$ cat config.mk
export PLATFORM = sky130hd
export DESIGN_NAME = mem_port_arbiter_flat
export DESIGN_NICKNAME = d
export VERILOG_FILES = /design/src/rtl/mem_port_arbiter_if.sv /design/src/rtl/mem_port_arbiter.sv /design/src/flat_wrapper.sv
export SDC_FILE = /design/constraint.sdc
export NUM_CORES = 1
export LEC_CHECK = 0
export ABC_AREA = 1
export CAP_MARGIN = 40
export CELL_PAD_IN_SITES_DETAIL_PLACEMENT = 0
export CELL_PAD_IN_SITES_GLOBAL_PLACEMENT = 1
export CORE_MARGIN = 5
export CORE_UTILIZATION = 11
export CTS_BUF_LIST = sky130_fd_sc_hd__clkbuf_8
export CTS_CLUSTER_SIZE = 28
export DETAILED_ROUTE_END_ITERATION = 8
export PLACE_DENSITY = 0.83
export REMOVE_ABC_BUFFERS = 1
export SLEW_MARGIN = 10
export SYNTH_ARGS = -nofsm -noshare
export SYNTH_HDL_FRONTEND = slang
export SYNTH_SLANG_ARGS = --single-unit
$ cat constraint.sdc
create_clock -name i_clk -period 1.8 [get_ports i_clk]
set_input_delay 0.27 -clock i_clk [delete_from_list [all_inputs] [get_ports i_clk]]
set_output_delay 0.27 -clock i_clk [all_outputs]
set_load 0.02 [all_outputs]
$ cat src/rtl/mem_port_arbiter_if.sv
// Bus bundle between the two requesters, the memory and the arbiter.
//
// Handshake: a requester raises i_req_x together with i_we_x/i_addr_x/i_wdata_x
// and holds all of them stable until it sees its one-cycle o_ack_x pulse. The
// ack marks completion; for reads o_rdata is valid only in that ack cycle. A
// request still high in the cycle after its ack is taken as a new request.
// The memory side gets one o_mem_en pulse per access and returns i_mem_rdata
// a fixed MEM_LAT cycles later.
interface mem_port_arbiter_if #(
  parameter int NB_ADDR = 32,
  parameter int NB_DATA = 32
);
  logic               i_req_a;
  logic               i_we_a;
  logic [NB_ADDR-1:0] i_addr_a;
  logic [NB_DATA-1:0] i_wdata_a;
  logic               i_req_b;
  logic               i_we_b;
  logic [NB_ADDR-1:0] i_addr_b;
  logic [NB_DATA-1:0] i_wdata_b;
  logic               i_lock_b;
  logic [NB_DATA-1:0] i_mem_rdata;
  logic               o_mem_en;
  logic               o_mem_we;
  logic [NB_ADDR-1:0] o_mem_addr;
  logic [NB_DATA-1:0] o_mem_wdata;
  logic               o_sel;
  logic               o_ack_a;
  logic               o_ack_b;
  logic [NB_DATA-1:0] o_rdata;
  logic               o_busy;

  // Requesters and memory model side
  modport master (
    output i_req_a, i_we_a, i_addr_a, i_wdata_a,
    output i_req_b, i_we_b, i_addr_b, i_wdata_b,
    output i_lock_b, i_mem_rdata,
    input  o_mem_en, o_mem_we, o_mem_addr, o_mem_wdata,
    input  o_sel, o_ack_a, o_ack_b, o_rdata, o_busy
  );

  // Arbiter side
  modport slave (
    input  i_req_a, i_we_a, i_addr_a, i_wdata_a,
    input  i_req_b, i_we_b, i_addr_b, i_wdata_b,
    input  i_lock_b, i_mem_rdata,
    output o_mem_en, o_mem_we, o_mem_addr, o_mem_wdata,
    output o_sel, o_ack_a, o_ack_b, o_rdata, o_busy
  );
endinterface

$ cat src/rtl/mem_port_arbiter.sv
// Two-requester arbiter for a single-ported memory. Requester A is the CPU
// pipeline, B is the debug/loader unit. Each access walks IDLE -> ISSUE ->
// (WAIT) -> RESP; the registered select drives a 2:1 mux that puts the
// winner's we/addr/wdata on the memory port.

// Plain 2:1 steering mux; sel=0 picks a, sel=1 picks b.
module mux_2to1 #(
  parameter int W = 1
) (
  input  logic         sel,
  input  logic [W-1:0] a,
  input  logic [W-1:0] b,
  output logic [W-1:0] y
);
  assign y = sel ? b : a;
endmodule

module mem_port_arbiter #(
  parameter int NB_ADDR       = 32,
  parameter int NB_DATA       = 32,
  parameter int MEM_LAT       = 2,
  parameter int PRIORITY_MODE = 0
) (
  input  logic                i_clk,
  input  logic                i_rst,
  mem_port_arbiter_if.slave   bus,
  output logic [1:0]          o_state
);

  typedef enum logic [1:0] {
    IDLE  = 2'd0,
    ISSUE = 2'd1,
    WAIT  = 2'd2,
    RESP  = 2'd3
  } state_t;

  // WAIT counter only has to hold MEM_LAT-2
  localparam int CNT_W = (MEM_LAT > 2) ? $clog2(MEM_LAT - 1) : 1;
  localparam logic [CNT_W-1:0] CNT_LOAD = (MEM_LAT >= 2) ? CNT_W'(MEM_LAT - 2) : '0;
  localparam int MUX_W = NB_ADDR + NB_DATA + 1;

  state_t           state;
  logic [CNT_W-1:0] cnt;
  logic             sel_q;
  logic             last_grant;   // 0 = A, 1 = B
  logic             mem_en_q;
  logic             ack_a_q;
  logic             ack_b_q;
  logic             busy_q;

  logic             elig_a;
  logic             elig_b;
  logic             pick_b;
  logic [MUX_W-1:0] mux_y;

  // Winner selection for the current IDLE cycle; lock_b masks A entirely
  always_comb begin
    elig_a = bus.i_req_a & ~bus.i_lock_b;
    elig_b = bus.i_req_b;
    pick_b = 1'b0;
    if (elig_a && elig_b) begin
      if (PRIORITY_MODE == 0) pick_b = ~last_grant;
      else                    pick_b = 1'b0;
    end else begin
      pick_b = elig_b;
    end
  end

  // Access sequencer with registered strobes, acks, select and busy
  always_ff @(posedge i_clk) begin
    if (i_rst) begin
      state      <= IDLE;
      cnt        <= '0;
      sel_q      <= 1'b0;
      last_grant <= 1'b1;
      mem_en_q   <= 1'b0;
      ack_a_q    <= 1'b0;
      ack_b_q    <= 1'b0;
      busy_q     <= 1'b0;
    end else begin
      mem_en_q <= 1'b0;
      ack_a_q  <= 1'b0;
      ack_b_q  <= 1'b0;
      case (state)
        IDLE: begin
          if (elig_a || elig_b) begin
            sel_q      <= pick_b;
            last_grant <= pick_b;
            mem_en_q   <= 1'b1;
            busy_q     <= 1'b1;
            state      <= ISSUE;
          end
        end
        ISSUE: begin
          if (MEM_LAT == 1) begin
            ack_a_q <= ~sel_q;
            ack_b_q <= sel_q;
            state   <= RESP;
          end else begin
            cnt   <= CNT_LOAD;
            state <= WAIT;
          end
        end
        WAIT: begin
          if (cnt == '0) begin
            ack_a_q <= ~sel_q;
            ack_b_q <= sel_q;
            state   <= RESP;
          end else begin
            cnt <= cnt - 1'b1;
          end
        end
        RESP: begin
          busy_q <= 1'b0;
          state  <= IDLE;
        end
        default: begin
          busy_q <= 1'b0;
          state  <= IDLE;
        end
      endcase
    end
  end

  // Requester fields are held until ack, so the mux output is stable for the whole access
  mux_2to1 #(.W(MUX_W)) u_mux (
    .sel (sel_q),
    .a   ({bus.i_we_a, bus.i_addr_a, bus.i_wdata_a}),
    .b   ({bus.i_we_b, bus.i_addr_b, bus.i_wdata_b}),
    .y   (mux_y)
  );

  assign bus.o_mem_en    = mem_en_q;
  assign bus.o_mem_we    = mem_en_q & mux_y[MUX_W-1];
  assign bus.o_mem_addr  = mux_y[NB_DATA +: NB_ADDR];
  assign bus.o_mem_wdata = mux_y[NB_DATA-1:0];
  assign bus.o_sel       = sel_q;
  assign bus.o_ack_a     = ack_a_q;
  assign bus.o_ack_b     = ack_b_q;
  assign bus.o_rdata     = bus.i_mem_rdata;
  assign bus.o_busy      = busy_q;
  assign o_state         = state;

endmodule

$ cat src/flat_wrapper.sv
// flat-port wrapper written by rule: the top's interface ports become plain ports
module mem_port_arbiter_flat 
#(
  parameter int NB_ADDR       = 32,
  parameter int NB_DATA       = 32,
  parameter int MEM_LAT       = 2,
  parameter int PRIORITY_MODE = 0
)
  (i_clk, i_rst, o_state, bus_i_req_a, bus_i_we_a, bus_i_addr_a, bus_i_wdata_a, bus_i_req_b, bus_i_we_b, bus_i_addr_b, bus_i_wdata_b, bus_i_lock_b, bus_i_mem_rdata, bus_o_mem_en, bus_o_mem_we, bus_o_mem_addr, bus_o_mem_wdata, bus_o_sel, bus_o_ack_a, bus_o_ack_b, bus_o_rdata, bus_o_busy);
  mem_port_arbiter_if #(.NB_ADDR(NB_ADDR), .NB_DATA(NB_DATA)) bus_i ();
  input  logic i_clk;
  input  logic i_rst;
  output logic [1:0] o_state;
  input wire logic [$bits(bus_i.i_req_a)-1:0] bus_i_req_a;
  input wire logic [$bits(bus_i.i_we_a)-1:0] bus_i_we_a;
  input wire logic [$bits(bus_i.i_addr_a)-1:0] bus_i_addr_a;
  input wire logic [$bits(bus_i.i_wdata_a)-1:0] bus_i_wdata_a;
  input wire logic [$bits(bus_i.i_req_b)-1:0] bus_i_req_b;
  input wire logic [$bits(bus_i.i_we_b)-1:0] bus_i_we_b;
  input wire logic [$bits(bus_i.i_addr_b)-1:0] bus_i_addr_b;
  input wire logic [$bits(bus_i.i_wdata_b)-1:0] bus_i_wdata_b;
  input wire logic [$bits(bus_i.i_lock_b)-1:0] bus_i_lock_b;
  input wire logic [$bits(bus_i.i_mem_rdata)-1:0] bus_i_mem_rdata;
  output wire logic [$bits(bus_i.o_mem_en)-1:0] bus_o_mem_en;
  output wire logic [$bits(bus_i.o_mem_we)-1:0] bus_o_mem_we;
  output wire logic [$bits(bus_i.o_mem_addr)-1:0] bus_o_mem_addr;
  output wire logic [$bits(bus_i.o_mem_wdata)-1:0] bus_o_mem_wdata;
  output wire logic [$bits(bus_i.o_sel)-1:0] bus_o_sel;
  output wire logic [$bits(bus_i.o_ack_a)-1:0] bus_o_ack_a;
  output wire logic [$bits(bus_i.o_ack_b)-1:0] bus_o_ack_b;
  output wire logic [$bits(bus_i.o_rdata)-1:0] bus_o_rdata;
  output wire logic [$bits(bus_i.o_busy)-1:0] bus_o_busy;
  assign bus_i.i_req_a = bus_i_req_a;
  assign bus_i.i_we_a = bus_i_we_a;
  assign bus_i.i_addr_a = bus_i_addr_a;
  assign bus_i.i_wdata_a = bus_i_wdata_a;
  assign bus_i.i_req_b = bus_i_req_b;
  assign bus_i.i_we_b = bus_i_we_b;
  assign bus_i.i_addr_b = bus_i_addr_b;
  assign bus_i.i_wdata_b = bus_i_wdata_b;
  assign bus_i.i_lock_b = bus_i_lock_b;
  assign bus_i.i_mem_rdata = bus_i_mem_rdata;
  assign bus_o_mem_en = bus_i.o_mem_en;
  assign bus_o_mem_we = bus_i.o_mem_we;
  assign bus_o_mem_addr = bus_i.o_mem_addr;
  assign bus_o_mem_wdata = bus_i.o_mem_wdata;
  assign bus_o_sel = bus_i.o_sel;
  assign bus_o_ack_a = bus_i.o_ack_a;
  assign bus_o_ack_b = bus_i.o_ack_b;
  assign bus_o_rdata = bus_i.o_rdata;
  assign bus_o_busy = bus_i.o_busy;
  mem_port_arbiter #(.NB_ADDR(NB_ADDR), .NB_DATA(NB_DATA), .MEM_LAT(MEM_LAT), .PRIORITY_MODE(PRIORITY_MODE)) u_core (.i_clk(i_clk), .i_rst(i_rst), .bus(bus_i), .o_state(o_state));
endmodule
==> Flow_metrics.wiki <==
{| class="wikitable"
! Metric !! Value
|-
| Max-cap violations || 0
|-
| Setup Buffers After CTS || 0
|-
| Cell count after synthesis || 286
|-
| Part of the Yosys area used for sequential elements || 0.112
|-
| Area contributors post-synth || sky130_fd_sc_hd__nand2_1 (53%), sky130_fd_sc_hd__buf_4 (17%), sky130_fd_sc_hd__dfxtp_1 (11%)
|-
| Number of input and output port buffers inserted || 206
|-
| Setup violations, final || 0
|-
| CTS root buffer || sky130_fd_sc_hd__clkbuf_8
|-
| Number of clock sinks || 8
|-
| Pre-CTS WS || 25.4 ps
|-
| Remaining number of nets flagged by the antenna check after routing || 0
|-
| Mapped Area || 1430 µm²
|-
| Worst path buffer plus inverter count || 2
|-
| Number of DRC violations after detailed routing || 0
|-
| CP endpoint kind || primary output
|-
| Post-DR vias/cell || 3.64
|-
| Final design area excluding fillers || 3400 µm²
|-
| Area of the core || 12700 µm²
|-
| Worst skew pair latency || 230 ps
|-
| Aggregate global-route resource usage || 0.0961
|-
| M1 GR Usage || 0.114
|-
| Iteration-0 DRC count of the detailed router || 28
|-
| Dpl cell area || 3440 µm²
|-
| Initial core utilization || 0.113
|-
| Count of warnings emitted by yosys || 0
|-
| Final weighted congestion in routability-driven placement || 0.765
|-
| Post-detailed-routing wire length || 8530 µm
|-
| Worst-case headroom to the max-slew limit || 0.831
|-
| Hold Violations, Final || 0
|-
| Number of antenna violations at the first check in global routing || 0
|-
| CP cell instances || buf_12 -> clkdlybuf4s50_1
|-
| Synth cell types || 15
|-
| Worst hold path class || reg2reg
|-
| Grt total ovfl || 0
|-
| Detailed-route wire length per cell || 13.7 µm
|-
| Cell at the slowest stage of the critical path || sky130_fd_sc_hd__clkdlybuf4s50_1
|-
| Upper clock frequency limit || 571 MHz
|-
| Rows || 41
|-
| Largest fanout on the critical path || 39
|-
| Ports || 271
|-
| Standby leakage power || 1.70 nW
|-
| Arrival time at the worst endpoint || 1480 ps
|-
| Max-slew violations || 0
|-
| Cell total after placement || 621
|-
| Maximum number of pins on one net before global-route repair || 40
|-
| Detailed placement HPWL || 7480 µm
|-
| Reg clk slew, reported paths || 40 ps
|-
| Antenna diode count || 0
|-
| Unrepaired setup endpoints after global routing || no
|-
| Grt peak-use layer || met2
|-
| Setup TNS || 0 ps
|-
| Number of buffers inserted during clock tree synthesis || 3
|-
| First-pass detailed-route iteration total || 4
|-
| Met2 layer usage reported by global route || 0.144
|-
| Clock tree from TritonCTS || yes
|-
| Post-layout min period || 1750 ps
|-
| Global routing usage on met3 || 0.0640
|-
| Final clock skew || 2.72 ps
|-
| Die Height || 124 µm
|-
| Power density over the cells || 730 nW/µm²
|-
| Final critical-path share of the clock period || 0.973
|-
| Setup crit start kind || register
|-
| Required time at the worst-slack endpoint || 1530 ps
|-
| Buffer levels on the longest clock path || 2
|-
| Result of the run || finished, final reports clean
|-
| Area of the die || 15400 µm²
|-
| Area added between synthesis and finish || 137%
|-
| Worst-case setup margin in the final layout || 49.3 ps
|-
| Number of register bits inferred by synthesis || 8
|-
| Critical path type || reg2out
|-
| Wire length of the first global-routing pass || 11500 µm
|-
| Share of the synthesized area in the top cell type || 0.527
|-
| Top Family by Delay on Critical Path || buffers and inverters
|-
| Cell type with the highest aggregate area in the netlist || sky130_fd_sc_hd__nand2_1
|-
| CTS Hold Buffers Added || 0
|-
| Horizontal die dimension || 124 µm
|-
| Synthesized area divided by synthesized cell count || 5.01 µm²
|-
| Fin cells || 624
|-
| Number of vias after detailed routing || 2274
|-
| Number of global-route vias before repair || 2189
|-
| CTS H-tree depth || 1
|-
| Peak supply drop || 0.464 mV
|-
| Longest individual stage delay on the worst path || 640 ps
|-
| Worst-Margin Slew || 252 ps
|-
| Share of cells above drive strength 1 || 0.0199
|-
| Layout net count || 625
|}
## final timing paths
| check | startpoint | end | slack (ps) | cells past startpoint |
|---|---|---|---|---|
| worst max register to register | u_core.o_state[0] | u_core.o_state[0] | 620 | 5 |
| worst max-delay path | u_core.bus.o_sel | bus_o_sel | 50 | 2 |
| worst min register to register | u_core.last_grant | u_core.last_grant | 460 | 2 |
| worst min-delay path | u_core.last_grant | u_core.last_grant | 460 | 2 |
## worst register-to-register path, delay by kind of cell, from the launching register on
kind | cells | cell delay (ps)
AND/OR/NAND/NOR | 2 | 220
buffers and inverters | 1 | 110
AO/OA/AOI/OAI | 1 | 180
flip-flops | 1 | 330
adder cells (fa/ha/maj) | 1 | 240
## synth_stat cells (all sizes together)
master and n:
buf 46, ha 4, nor3 2, inv 8, nand3 4, clkbuf 1
nand2 201, dfxtp 8, a21oi 3, nand4 1, nor2 6, o21ai 2
## layout by cell type (no fill, tap or decap)
master / netlist / final
sky130_fd_sc_hd__nor2_1: 6 / 6
sky130_fd_sc_hd__inv_2: 1 / 1
sky130_fd_sc_hd__dlygate4sd2_1: 0 / 65
sky130_fd_sc_hd__buf_12: 0 / 4
sky130_fd_sc_hd__clkdlybuf4s50_1: 0 / 141
sky130_fd_sc_hd__nor3_1: 2 / 2
sky130_fd_sc_hd__dfxtp_2: 0 / 1
sky130_fd_sc_hd__clkbuf_8: 0 / 3
sky130_fd_sc_hd__inv_1: 7 / 7
sky130_fd_sc_hd__a21oi_1: 3 / 3
sky130_fd_sc_hd__nand3_1: 4 / 4
sky130_fd_sc_hd__nand2_1: 201 / 201
sky130_fd_sc_hd__nand4_1: 1 / 1
sky130_fd_sc_hd__dfxtp_1: 8 / 7
sky130_fd_sc_hd__o21ai_0: 2 / 2
sky130_fd_sc_hd__ha_1: 4 / 4
## cell families (layout without fill, tap and decap cells)
| group | Yosys count | count (layout) | synth area share |
|---|---|---|---|
| AND/OR/NAND/NOR | 214 | 214 | 0.568 |
| AO/OA/AOI/OAI | 5 | 5 | 0.0175 |
| flip-flops | 8 | 8 | 0.112 |
| adder cells (fa/ha/maj) | 4 | 4 | 0.0349 |
| buffers and inverters | 55 | 221 | 0.268 |
## where the power goes
part / internal [mW] / total (mW) / leakage (nW) / switching (mW)
combinational: 0.877 / 1.99 / 1.61 / 1.12
clock: 0.145 / 0.215 / 0.0216 / 0.0698
sequential: 0.228 / 0.272 / 0.0663 / 0.0440
## flip-flops by register name (all words and copies together) (netlist names)
name / flops
u_core.last_grant: 1
u_core.bus.o_busy: 1
u_core.o_state: 2
u_core.bus.o_mem_en: 1
u_core.bus.o_ack_a: 1
u_core.bus.o_ack_b: 1
u_core.bus.o_sel: 1
## routing by layer
metal / share of wire / vias up
li1: - / 1151
met1: 0.39 / 959
met2: 0.44 / 155
met3: 0.16 / 7
met4: 0.0029 / 2
met5: 0.0083 / -
## metrics by stage
stage               utilization  power, mW  hold slack, ps
detailed placement        0.271       2.53             456
global route              0.268       2.69             484
floorplan                     -       1.30             339
CTS                       0.268       2.53             467
global placement          0.271       2.51             447
finish                    0.268       2.48             462
## final cells by class
cell class | instances | area [µm²]
Clock buffer | 3 | 41.3
Fill cell | 1437 | 9270
Inverter | 8 | 30.0
Multi-Input combinational cell | 223 | 888
Sequential cell | 8 | 161
Tap cell | 172 | 215
Timing Repair Buffer | 210 | 2060
## timing repair
action | CTS | global route
resized for setup | 65 | 0
endpoints found under the hold margin | 0 | 0
endpoints found under the setup margin | 65 | 0
No activity file was read; power rests on OpenSTA's default activity.
